<file path="src/rtl/branch_resolve_predict.sv">
`default_nettype none
// +----------------------------------------------------------------------------+
// | branch_resolve_predict: ID-stage branch resolution with bimodal 2-bit BHT   |
// | Rev 1.0                                                                     |
// +----------------------------------------------------------------------------+
module branch_resolve_predict #(
  parameter int DATA_W    = 32,
  parameter int PC_W      = 32,
  parameter int BHT_DEPTH = 64,
  parameter int STAT_W    = 16
) (
  input  logic              clk,
  input  logic              reset,
  input  logic              stall,
  input  logic [PC_W-1:0]   if_pc,
  output logic              if_pred_taken,
  input  logic              id_valid,
  input  logic [PC_W-1:0]   id_pc,
  input  logic              id_pred_taken,
  input  logic [5:0]        OpCode,
  input  logic [4:0]        Rt,
  input  logic [DATA_W-1:0] DatabusA,
  input  logic [DATA_W-1:0] DatabusB,
  input  logic [PC_W-1:0]   br_target,
  output logic              is_branch,
  output logic              branch,
  output logic              link,
  output logic              mispredict,
  output logic [PC_W-1:0]   redirect_pc,
  output logic [STAT_W-1:0] branch_count,
  output logic [STAT_W-1:0] mispredict_count
);

  localparam int IDX_W = $clog2(BHT_DEPTH);

  localparam logic [5:0] OP_REGIMM = 6'h01;
  localparam logic [5:0] OP_BEQ    = 6'h04;
  localparam logic [5:0] OP_BNE    = 6'h05;
  localparam logic [5:0] OP_BLEZ   = 6'h06;
  localparam logic [5:0] OP_BGTZ   = 6'h07;

  localparam logic [4:0] RT_BLTZ   = 5'h00;
  localparam logic [4:0] RT_BGEZ   = 5'h01;
  localparam logic [4:0] RT_BLTZAL = 5'h10;
  localparam logic [4:0] RT_BGEZAL = 5'h11;

  logic             a_neg, a_zero, ab_eq;
  logic             dec_branch, dec_taken, dec_link;
  logic             train;
  logic [IDX_W-1:0] if_idx, id_idx;
  logic [BHT_DEPTH-1:0] pred_bits;
  logic [STAT_W-1:0] bcnt_q, bcnt_d, mcnt_q, mcnt_d;
  logic             unused_pc_bits;

  assign a_neg  = DatabusA[DATA_W-1];
  assign a_zero = (DatabusA == '0);
  assign ab_eq  = (DatabusA == DatabusB);

  always_comb begin
    dec_branch = 1'b0;
    dec_taken  = 1'b0;
    dec_link   = 1'b0;
    case (OpCode)
      OP_REGIMM: begin
        case (Rt)
          RT_BLTZ:   begin dec_branch = 1'b1; dec_taken = a_neg;  end
          RT_BGEZ:   begin dec_branch = 1'b1; dec_taken = ~a_neg; end
          RT_BLTZAL: begin dec_branch = 1'b1; dec_taken = a_neg;  dec_link = 1'b1; end
          RT_BGEZAL: begin dec_branch = 1'b1; dec_taken = ~a_neg; dec_link = 1'b1; end
          default:   ;
        endcase
      end
      OP_BEQ:  begin dec_branch = 1'b1; dec_taken = ab_eq;             end
      OP_BNE:  begin dec_branch = 1'b1; dec_taken = ~ab_eq;            end
      OP_BLEZ: begin dec_branch = 1'b1; dec_taken = a_neg | a_zero;    end
      OP_BGTZ: begin dec_branch = 1'b1; dec_taken = ~(a_neg | a_zero); end
      default: ;
    endcase
  end

  assign is_branch   = id_valid & dec_branch;
  assign branch      = id_valid & dec_taken;
  assign link        = id_valid & dec_link;
  assign mispredict  = is_branch & (branch ^ id_pred_taken);
  assign redirect_pc = branch ? br_target : (id_pc + PC_W'(4));

  assign if_idx = if_pc[IDX_W+1:2];
  assign id_idx = id_pc[IDX_W+1:2];
  assign train  = is_branch & ~stall;
  assign unused_pc_bits = ^{if_pc[PC_W-1:IDX_W+2], if_pc[1:0]};

  // Lookup reads registered state only, so a same-cycle write is seen next cycle.
  assign if_pred_taken = pred_bits[if_idx];

  generate
    for (genvar g = 0; g < BHT_DEPTH; g++) begin : g_bht
      logic [1:0] ctr_q, ctr_d;

      always_comb begin
        ctr_d = ctr_q;
        if (train && (id_idx == IDX_W'(g))) begin
          if (branch) begin
            if (ctr_q != 2'b11) ctr_d = ctr_q + 2'b01;
          end else begin
            if (ctr_q != 2'b00) ctr_d = ctr_q - 2'b01;
          end
        end
      end

      always_ff @(posedge clk or negedge reset) begin
        if (!reset) ctr_q <= 2'b01;
        else        ctr_q <= ctr_d;
      end

      assign pred_bits[g] = ctr_q[1];
    end
  endgenerate

  always_comb begin
    bcnt_d = bcnt_q;
    mcnt_d = mcnt_q;
    if (train) begin
      if (bcnt_q != '1)                 bcnt_d = bcnt_q + STAT_W'(1);
      if (mispredict && mcnt_q != '1)   mcnt_d = mcnt_q + STAT_W'(1);
    end
  end

  always_ff @(posedge clk or negedge reset) begin
    if (!reset) begin
      bcnt_q <= '0;
      mcnt_q <= '0;
    end else begin
      bcnt_q <= bcnt_d;
      mcnt_q <= mcnt_d;
    end
  end

  assign branch_count     = bcnt_q;
  assign mispredict_count = mcnt_q;

endmodule
`default_nettype wire

</file>
<file path="config.mk">
export PLATFORM = sky130hd
export DESIGN_NAME = branch_resolve_predict
export DESIGN_NICKNAME = d
export VERILOG_FILES = /design/src/rtl/branch_resolve_predict.sv
export SDC_FILE = /design/constraint.sdc
export NUM_CORES = 1
export LEC_CHECK = 0
export CAP_MARGIN = 0
export CORE_ASPECT_RATIO = 1.75
export CORE_MARGIN = 5
export CORE_UTILIZATION = 51
export CTS_CLUSTER_SIZE = 10
export DETAILED_ROUTE_END_ITERATION = 12
export PLACE_DENSITY = 0.81
export SKIP_CTS_REPAIR_TIMING = 1
export SLEW_MARGIN = 20
export SYNTH_ARGS = -nofsm -noshare
export SYNTH_HDL_FRONTEND = slang
export SYNTH_SLANG_ARGS = --single-unit
</file>
<file path="constraint.sdc">
create_clock -name clk -period 3.2 [get_ports clk]
set_input_delay 0.32 -clock clk [delete_from_list [all_inputs] [get_ports clk]]
set_output_delay 0.32 -clock clk [all_outputs]
set_load 0.01 [all_outputs]
</file>
==> results by group, run 1 <==
Global routing
  – Antenna violations before repair: 7
  – Vias in the first global route: 10390
  – Pin count of the biggest net entering global routing: 92
  – Congestion Overflow GR: 0
  – GRT Total Usage: 0.3132
  – First-pass GRT wire length: around 56 mm

Logic synthesis
  – Post-Syn Area: about 0.010 mm²
  – Yosys top cell area share: 0.2298
  – Main combinational cell family by area after synthesis: compound AO/OA/AOI/OAI gates
  – Number of synthesized flops with an enable pin: 0
  – Mux cell area share after synthesis: 0.05637
  – Synth Area in Simple Gates: 0.1636
  – Compound-cell area share of the yosys netlist: 0.2468
  – Top FF cell, synth: dfrtp_1
  – Mean Syn Cell Area: 8.719 µm²
  – Post-synth top area cell: dfrtp_1
  – Syn Inst Count: ~1200
  – Async S/R FF share, synth: 1.000
  – XOR/XNOR Fraction of Synth Area: 0.07457
  – Syn_nets: 1381
  – Yosys reg bits: 160
  – Number of distinct library cells after synthesis: approximately 50
  – Register area share after synthesis: 0.3907
  – Post-synth top cells: a21oi_1, nand2_1, o21ai_0, dfrtp_1, nor2_1
  – YS warnings: 0
  – Area share of fa/ha/maj cells after synthesis: 0.007181
  – Cell with the most instances after synthesis: a21oi_1
  – Area contributors post-synth: dfrtp_1, dfstp_2, a21oi_1

STA
  – Final setup TNS: -0.1628 ns
  – Final hold vios: 0
  – Period utilisation layout: 1.013
  – Final clock skew: 0.004484 ns
  – Final setup viols: 10
  – Hold_ws: 0.4441 ns
  – Tmin final: 3.242 ns
  – Max Clock Freq: 308.4 MHz
  – Least-Margin Pin Slew: between 0.5 and 0.6 ns
  – Count of pins over their slew limit: 0
  – Worst setup margin: -0.04222 ns
  – Relative slew slack: 0.6154

Power
  – Sequential power share: 0.424
  – Int Pwr: 3680 µW
  – Total power: ~4900 µW
  – Power per cell area: around 350 mW/mm²
  – VDD IR max: 0.3536 mV
  – Leakage: approximately 0.0067 µW
  – Combinational power share: 0.144
  – NetSw: about 1300 µW
  – Net Sw Frac: 0.2536
  – Clock Power Share: 0.432

Setup path
  – Critical R2R Capture: mispredict_count[15]
  – CP startpoint: DatabusA[18]
  – FF-to-FF path depth: 8
  – Reg2reg setup slack: 0.72 ns
  – Critical path fanouts, max: 8
  – Critical path startpoint category: primary input
  – Data arrival, critical path: 2.92 ns
  – Setup crit end kind: output port
  – Critical Path Sink: redirect_pc[4]
  – WS Path Type: primary input to output port
  – Worst r2r src: mispredict_count[5]
  – Worst EP required: about 2.9 ns

Die
  – IO Count: 245
  – # rows: 69
  – Chip width: 118.2 µm
  – Total core area: 0.02029 mm²
  – Die area: ~0.024 mm²
  – Die Y: between 150 and 200 µm
  – Initial Util: 0.5153

CTS
  – Clk pin slew, worst setup/hold paths: 0.06 ns
  – Clock root cell: clkbuf_16
  – Clock buffer depth: 2
  – # H-tree levels: 4
  – CTS tree: built
  – Num CTS Buffers: 17
  – Clk sinks: 160
  – Clk Latency, worst-skew pair: approximately 0.43 ns

Placement
  – Pre-CTS setup slack: -0.6682 ns
  – Routability Congestion: 1.017
  – Detail Placement HPWL: 29.38 mm
  – IO buf count: 218
  – DP Cell Count: 1696

Drt
  – Drt total wl: around 39 mm
  – DRC Markers: 0
  – Routed via count: 10720
  – Iter 0 DRT Violations: 1128
  – ANT nets after route: 0
  – DR vias/cell: 6.150
  – DR WL/cell: 22.13 µm
  – 1st-pass router iterations: 6

Layout
  – Finished Layout Cells: 1743
  – FILL cells: 1544
  – FF/Latch Area: 0.004084 mm²
  – Final #Nets: 1660
  – Layout cells sized above 1: 0.2059
  – Area Overhead vs Synth: 36.16%
  – Multi-input gate area: a little under 0.006 mm²

Run
  – MaxCap Viol Count: 0

Outcome
  – Status: complete, but fails checks
  – Failing checks: setup timing

Worst hold path
  – HP Class: primary input to asynchronous set/reset pin
==> per-layer routing <==
metal / vias up / track usage / share of wire
met5: - / 0 / 0.0013
met4: 8 / 0.1930 / 0.078
met3: 189 / 0.1065 / 0.11
met2: 637 / 0.5642 / 0.50
met1: 5061 / 0.3058 / 0.31
li1: 4825 / - / -
==> placed cells by master, fill, tap and decap left out, drive strengths merged, types with 2 or more instances in the layout <==
cell	count
a21boi	2
a21oi	189
a31oi	2
and2	16
and3	13
and4	3
buf	100
bufinv	3
clkbuf	31
clkdlybuf4s50	164
clkinv	6
clkinvlp	2
dfrtp	96
dfstp	64
diode	4
dlymetal6s2s	42
ha	6
inv	74
mux2	5
mux2i	6
mux4	21
nand2	139
nand3	27
nand3b	3
nand4	19
nand4b	2
nor2	86
nor2b	5
nor3	16
nor3b	4
nor4	20
nor4b	2
o211ai	64
o21a	2
o21ai	155
or2	2
or4b	2
xnor2	35
xor2	54
==> cell type report <==
cell class,instances,share of cell area
flip-flops and latches,160,0.2869
clock buffers,20,0.03138
inverters,73,0.02013
clock inverters,12,0.01116
multi-input cells,908,0.4078
diodes,4,0.0007032
well taps,248,0.02180
repair buffers,318,0.2201
==> registers in the layout, summed over array words and instances (netlist names) <==
register / flops
branch_count: 16
mispredict_count: 16
g_bht.ctr_q: 128
==> worst min path at each step <==
| stage | cells past startpoint | slack [ns] | to |
|---|---|---|---|
| 3_3_place_gp | 1 | 0.34 | mispredict_count[7] |
| 4_1_cts | 1 | -0.12 | mispredict_count[7] |
| 3_5_place_dp | 1 | 0.34 | g_bht[37].ctr_q[1] |
| 2_1_floorplan | 0 | 0.02 | branch_count[0] |
| 5_1_grt | 2 | 0.51 | mispredict_count[7] |
| 6_report | 2 | 0.44 | mispredict_count[7] |
==> worst max-delay path, cell delays in order <==
cell and delay, ns:
clkdlybuf4s50_1 0.44, nor4_2 0.36, nand4_1 0.23, nor2_1 0.18, mux2_2 0.35, o21ai_2 0.14
and2_4 0.21, clkinv_8 0.11, buf_4 0.15, buf_6 0.12, nand2_1 0.08, o21ai_2 0.07
buf_2 0.14
==> through the flow <==
stage	util	area, µm²
after floorplan	-	10450
after global placement	0.6576	13340
after detailed placement	0.6576	13340
after CTS	0.6875	13950
after global routing	0.7011	14220
final	0.7016	14230
==> logic make-up (layout without fill, tap and decap cells) <==
logic type / after synthesis / after routing
AOI/OAI and AO/OA: 419 / 419
and+or+nand+nor: 362 / 362
DFF: 160 / 160
buffers and inverters: 131 / 423
xor gates and xnor gates: 89 / 89
muxes: 32 / 32
adders and majority gates: 6 / 6
other: 0 / 4
==> power by group through the flow <==
| stage | Sequential (µW) | Combinational, µW | Clock [µW] |
|---|---|---|---|
| finish | 2090 | 712 | 2130 |
| global route | 2090 | 752 | 2220 |
| CTS | 2090 | 703 | 2140 |
| detailed placement | 2120 | 700 | 0 |
| global placement | 2120 | 695 | 0 |
| floorplan | 2130 | 197 | 0 |
Note: power is estimated with default switching activity, not from simulation.
==> inputs of run 2 (changes only) <==
--- a/config.mk
+++ b/config.mk
@@ -5,6 +5,7 @@
 export SDC_FILE = /design/constraint.sdc
 export NUM_CORES = 1
 export LEC_CHECK = 0
+export ABC_CLOCK_PERIOD_IN_PS = 3200
 export CAP_MARGIN = 0
 export CORE_ASPECT_RATIO = 1.75
 export CORE_MARGIN = 5
==> results of run 2 <==
Same layout as run 1: the final DEF is identical, and so are final timing and power.
==> inputs of run 3 (changes only) <==
--- a/config.mk
+++ b/config.mk
@@ -7,12 +7,14 @@
 export LEC_CHECK = 0
 export ABC_CLOCK_PERIOD_IN_PS = 3200
 export CAP_MARGIN = 0
+export CELL_PAD_IN_SITES_DETAIL_PLACEMENT = 0
+export CELL_PAD_IN_SITES_GLOBAL_PLACEMENT = 1
 export CORE_ASPECT_RATIO = 1.75
 export CORE_MARGIN = 5
-export CORE_UTILIZATION = 51
+export CORE_UTILIZATION = 38
 export CTS_CLUSTER_SIZE = 10
 export DETAILED_ROUTE_END_ITERATION = 12
-export PLACE_DENSITY = 0.81
+export PLACE_DENSITY_LB_ADDON = 0.1
 export SKIP_CTS_REPAIR_TIMING = 1
 export SLEW_MARGIN = 20
 export SYNTH_ARGS = -nofsm -noshare
==> run 3 against run 2 <==
Compared with the run above:
- the flow now finishes without violations
- via count down 8.5%
- clock power down 3%
- critical path depth down 1
- global-route usage down 8.8 points
- sequential power about the same
- total power down 2.4%
- cell count up 6.0%
- sequential share of layout area up 0.14 points
- maximum frequency up 4.7%
- register-to-register slack better by 0.25 ns
- worst hold slack better by 0.019 ns
==> results by group, run 3 (synthesis results as in run 1) <==
Die
  – Initial Util: 0.3840 (-0.1313)
  – Die Y: 229.4 µm (+15%)
  – Die area: 0.03106 mm² (+32%)
  – IO Count: 245 (unchanged)
  – Chip width: 135.4 µm (+15%)
  – # rows: 80 (+16%)
  – Total core area: 0.02723 mm² (+34%)

Layout
  – Max reg flops: 128 (unchanged)
  – Layout cells sized above 1: 0.2158 (+0.009930)
  – Final #Nets: 1647 (-0.78%)
  – Utilization after layout: 0.5202 (-0.1814)
  – Reg with most FFs: g_bht.ctr_q
  – Most common cell after layout, fill and taps aside: a21oi_1
  – Antenna diodes: 0 (-4)
  – Most frequent cells in the layout: a21oi_1, clkdlybuf4s50_1, nand2_1
  – Area Overhead vs Synth: 35.49%

Drt
  – WL met1: 12.79 mm (+8.3%)
  – Drt total wl: 34.61 mm (-10%)
  – Iter 0 DRT Violations: 509 (-55%)
  – 1st-pass router iterations: 5 (-1)
  – DR WL/cell: 18.74 µm (-15%)
  – DRC Markers: 0 (unchanged)
  – ANT nets after route: 0 (unchanged)
  – DR vias/cell: 5.313 (-14%)
  – Wire length on met3: 2.253 mm (-48%)
  – Met2 wire length: 18.75 mm (-3.2%)
  – Routed via count: 9813 (-8.5%)
  – Top Metal Used: met5

Global routing
  – GRT Total Usage: 0.2247 (-0.08842)
  – First-pass GRT wire length: 54.02 mm (-3.8%)
  – Antenna violations before repair: 1 (-6)
  – Congestion Overflow GR: 0 (unchanged)
  – Pin count of the biggest net entering global routing: 77 (-16%)
  – Vias in the first global route: 10170 (-2.1%)

Setup path
  – Setup crit end kind: output port
  – Crit path largest cell delay: 0.42 ns (-0.02 ns)
  – WS Path Type: primary input to output port
  – Reg2reg setup slack: 0.97 ns (+0.25 ns)
  – Critical path fanouts, max: 4 (-4)
  – Buf+Inv Stages, Crit Path: 5 (unchanged)
  – Data arrival, critical path: 2.78 ns (-0.14 ns)
  – Worst EP required: 2.88 ns (about the same)
  – CP delay by family, top: buffers and inverters
  – Slowest CP cell: clkdlybuf4s50_1
  – Critical path startpoint category: primary input
  – Most used cell, CP: buf_12
  – Crit-path cells: clkdlybuf4s50_1 > buf_4 > xor2_1 > nor4_2 > nand4_1 > o21a_1 > o211ai_2 > and2_4 > buf_12 > buf_12 > mux2_2 > clkbuf_2

CTS
  – Clock root cell: clkbuf_16
  – Clk pin slew, worst setup/hold paths: 0.06 ns (about the same)
  – Clk Latency, worst-skew pair: 0.45 ns (+0.02 ns)
  – CTS tree: built
  – Clk sinks: 160 (unchanged)
  – Clock buffer depth: 2 (unchanged)
  – Num CTS Buffers: 17 (unchanged)
  – # H-tree levels: 4 (unchanged)

Power
  – Clock Power Share: 0.428 (-0.004)
  – Total power: 4810 µW (-2.4%)
  – Combinational power share: 0.137 (-0.007)
  – VDD IR max: 0.3258 mV (-7.8%)
  – Power per cell area: 339.6 mW/mm² (-1.9%)
  – Net Sw Frac: 0.2591 (+0.005533)
  – NetSw: 1246 µW (-0.30%)
  – Sequential power share: 0.435 (+0.011)
  – Int Pwr: 3564 µW (-3.2%)
  – Leakage: 0.006385 µW (-5.4%)

STA
  – Count of pins over their slew limit: 0 (unchanged)
  – Final hold vios: 0 (unchanged)
  – Max Clock Freq: 323.0 MHz (+4.7%)
  – Period utilisation layout: 0.9675 (-0.04565)
  – Tmin final: 3.096 ns (-0.1461 ns)
  – Final setup viols: 0 (-10)
  – Least-Margin Pin Slew: 0.7089 ns (+0.1320 ns)
  – Relative slew slack: 0.5274 (-0.08797)
  – Final clock skew: 0.006522 ns (+0.002038 ns)

Worst hold path
  – HP Class: primary input to asynchronous set/reset pin

Placement
  – Detail Placement HPWL: 26.80 mm (-8.8%)
  – Routability Congestion: 0.8502 (-16%)
  – IO buf count: 218 (unchanged)

Run
  – MaxCap Viol Count: 0 (unchanged)

Outcome
  – Status: finished, final reports clean
run 3: cell types whose count changed in the layout (fill, tap and decap cells not counted), moves of 4 or more:
cell / delta
dlymetal6s2s_1: -33
diode_2: -4
buf_4: -16
o21ai_2: +4
buf_12: +7
o21ai_1: +10
o21ai_0: -14
buf_2: +4
clkbuf_2: +14
clkdlybuf4s50_1: +15
run 3: metrics by stage:
step	std cells	cell area [µm²]	TNS (ns)	hold slack [ns]	setup WS, ns
2_1_floorplan	1199	10450	0	0.02441	0.4537
3_3_place_gp	1812	13560	-40.94	0.3922	-0.4657
3_5_place_dp	1812	13560	-39.95	0.3965	-0.4755
4_1_cts	1844	14140	-14.03	-0.08280	-0.4835
5_1_grt	1847	14160	-0.4759	0.5201	-0.04553
6_report	1847	14160	0	0.4635	0.1039
run 3: cell type report:
cell class | instances | area (µm²)
fillers | 2645 | 13060
flip-flops and latches | 160 | 4084
clock inverters | 15 | 161.4
clock buffers | 17 | 425.4
inverters | 73 | 281.5
multi-input cells | 908 | 5826
repair buffers | 305 | 2924
well taps | 369 | 461.7
run 3: layer usage:
metal  vias to the layer above  global-route usage
met5                         -                   0
met4                         2             0.07629
met3                        49             0.05907
met2                       310              0.4174
met1                      4645              0.2425
li1                       4807                   -
run 3: power by group through the flow:
stage / Sequential [µW] / Combinational, µW / Clock, µW
floorplan: 2130 / 197 / 0
global placement: 2130 / 674 / 0
detailed placement: 2130 / 675 / 0
CTS: 2090 / 678 / 2120
global route: 2090 / 711 / 2190
finish: 2090 / 658 / 2060
run 3: worst paths after layout:
path,end,start,cells after the start
max,redirect_pc[21],DatabusA[28],12
min,g_bht[52].ctr_q[1],reset,2
max reg2reg,mispredict_count[9],mispredict_count[5],9
min reg2reg,branch_count[8],branch_count[8],1
max in group asynchronous,g_bht[31].ctr_q[0],reset,3
min in group clk,branch_count[8],branch_count[8],1
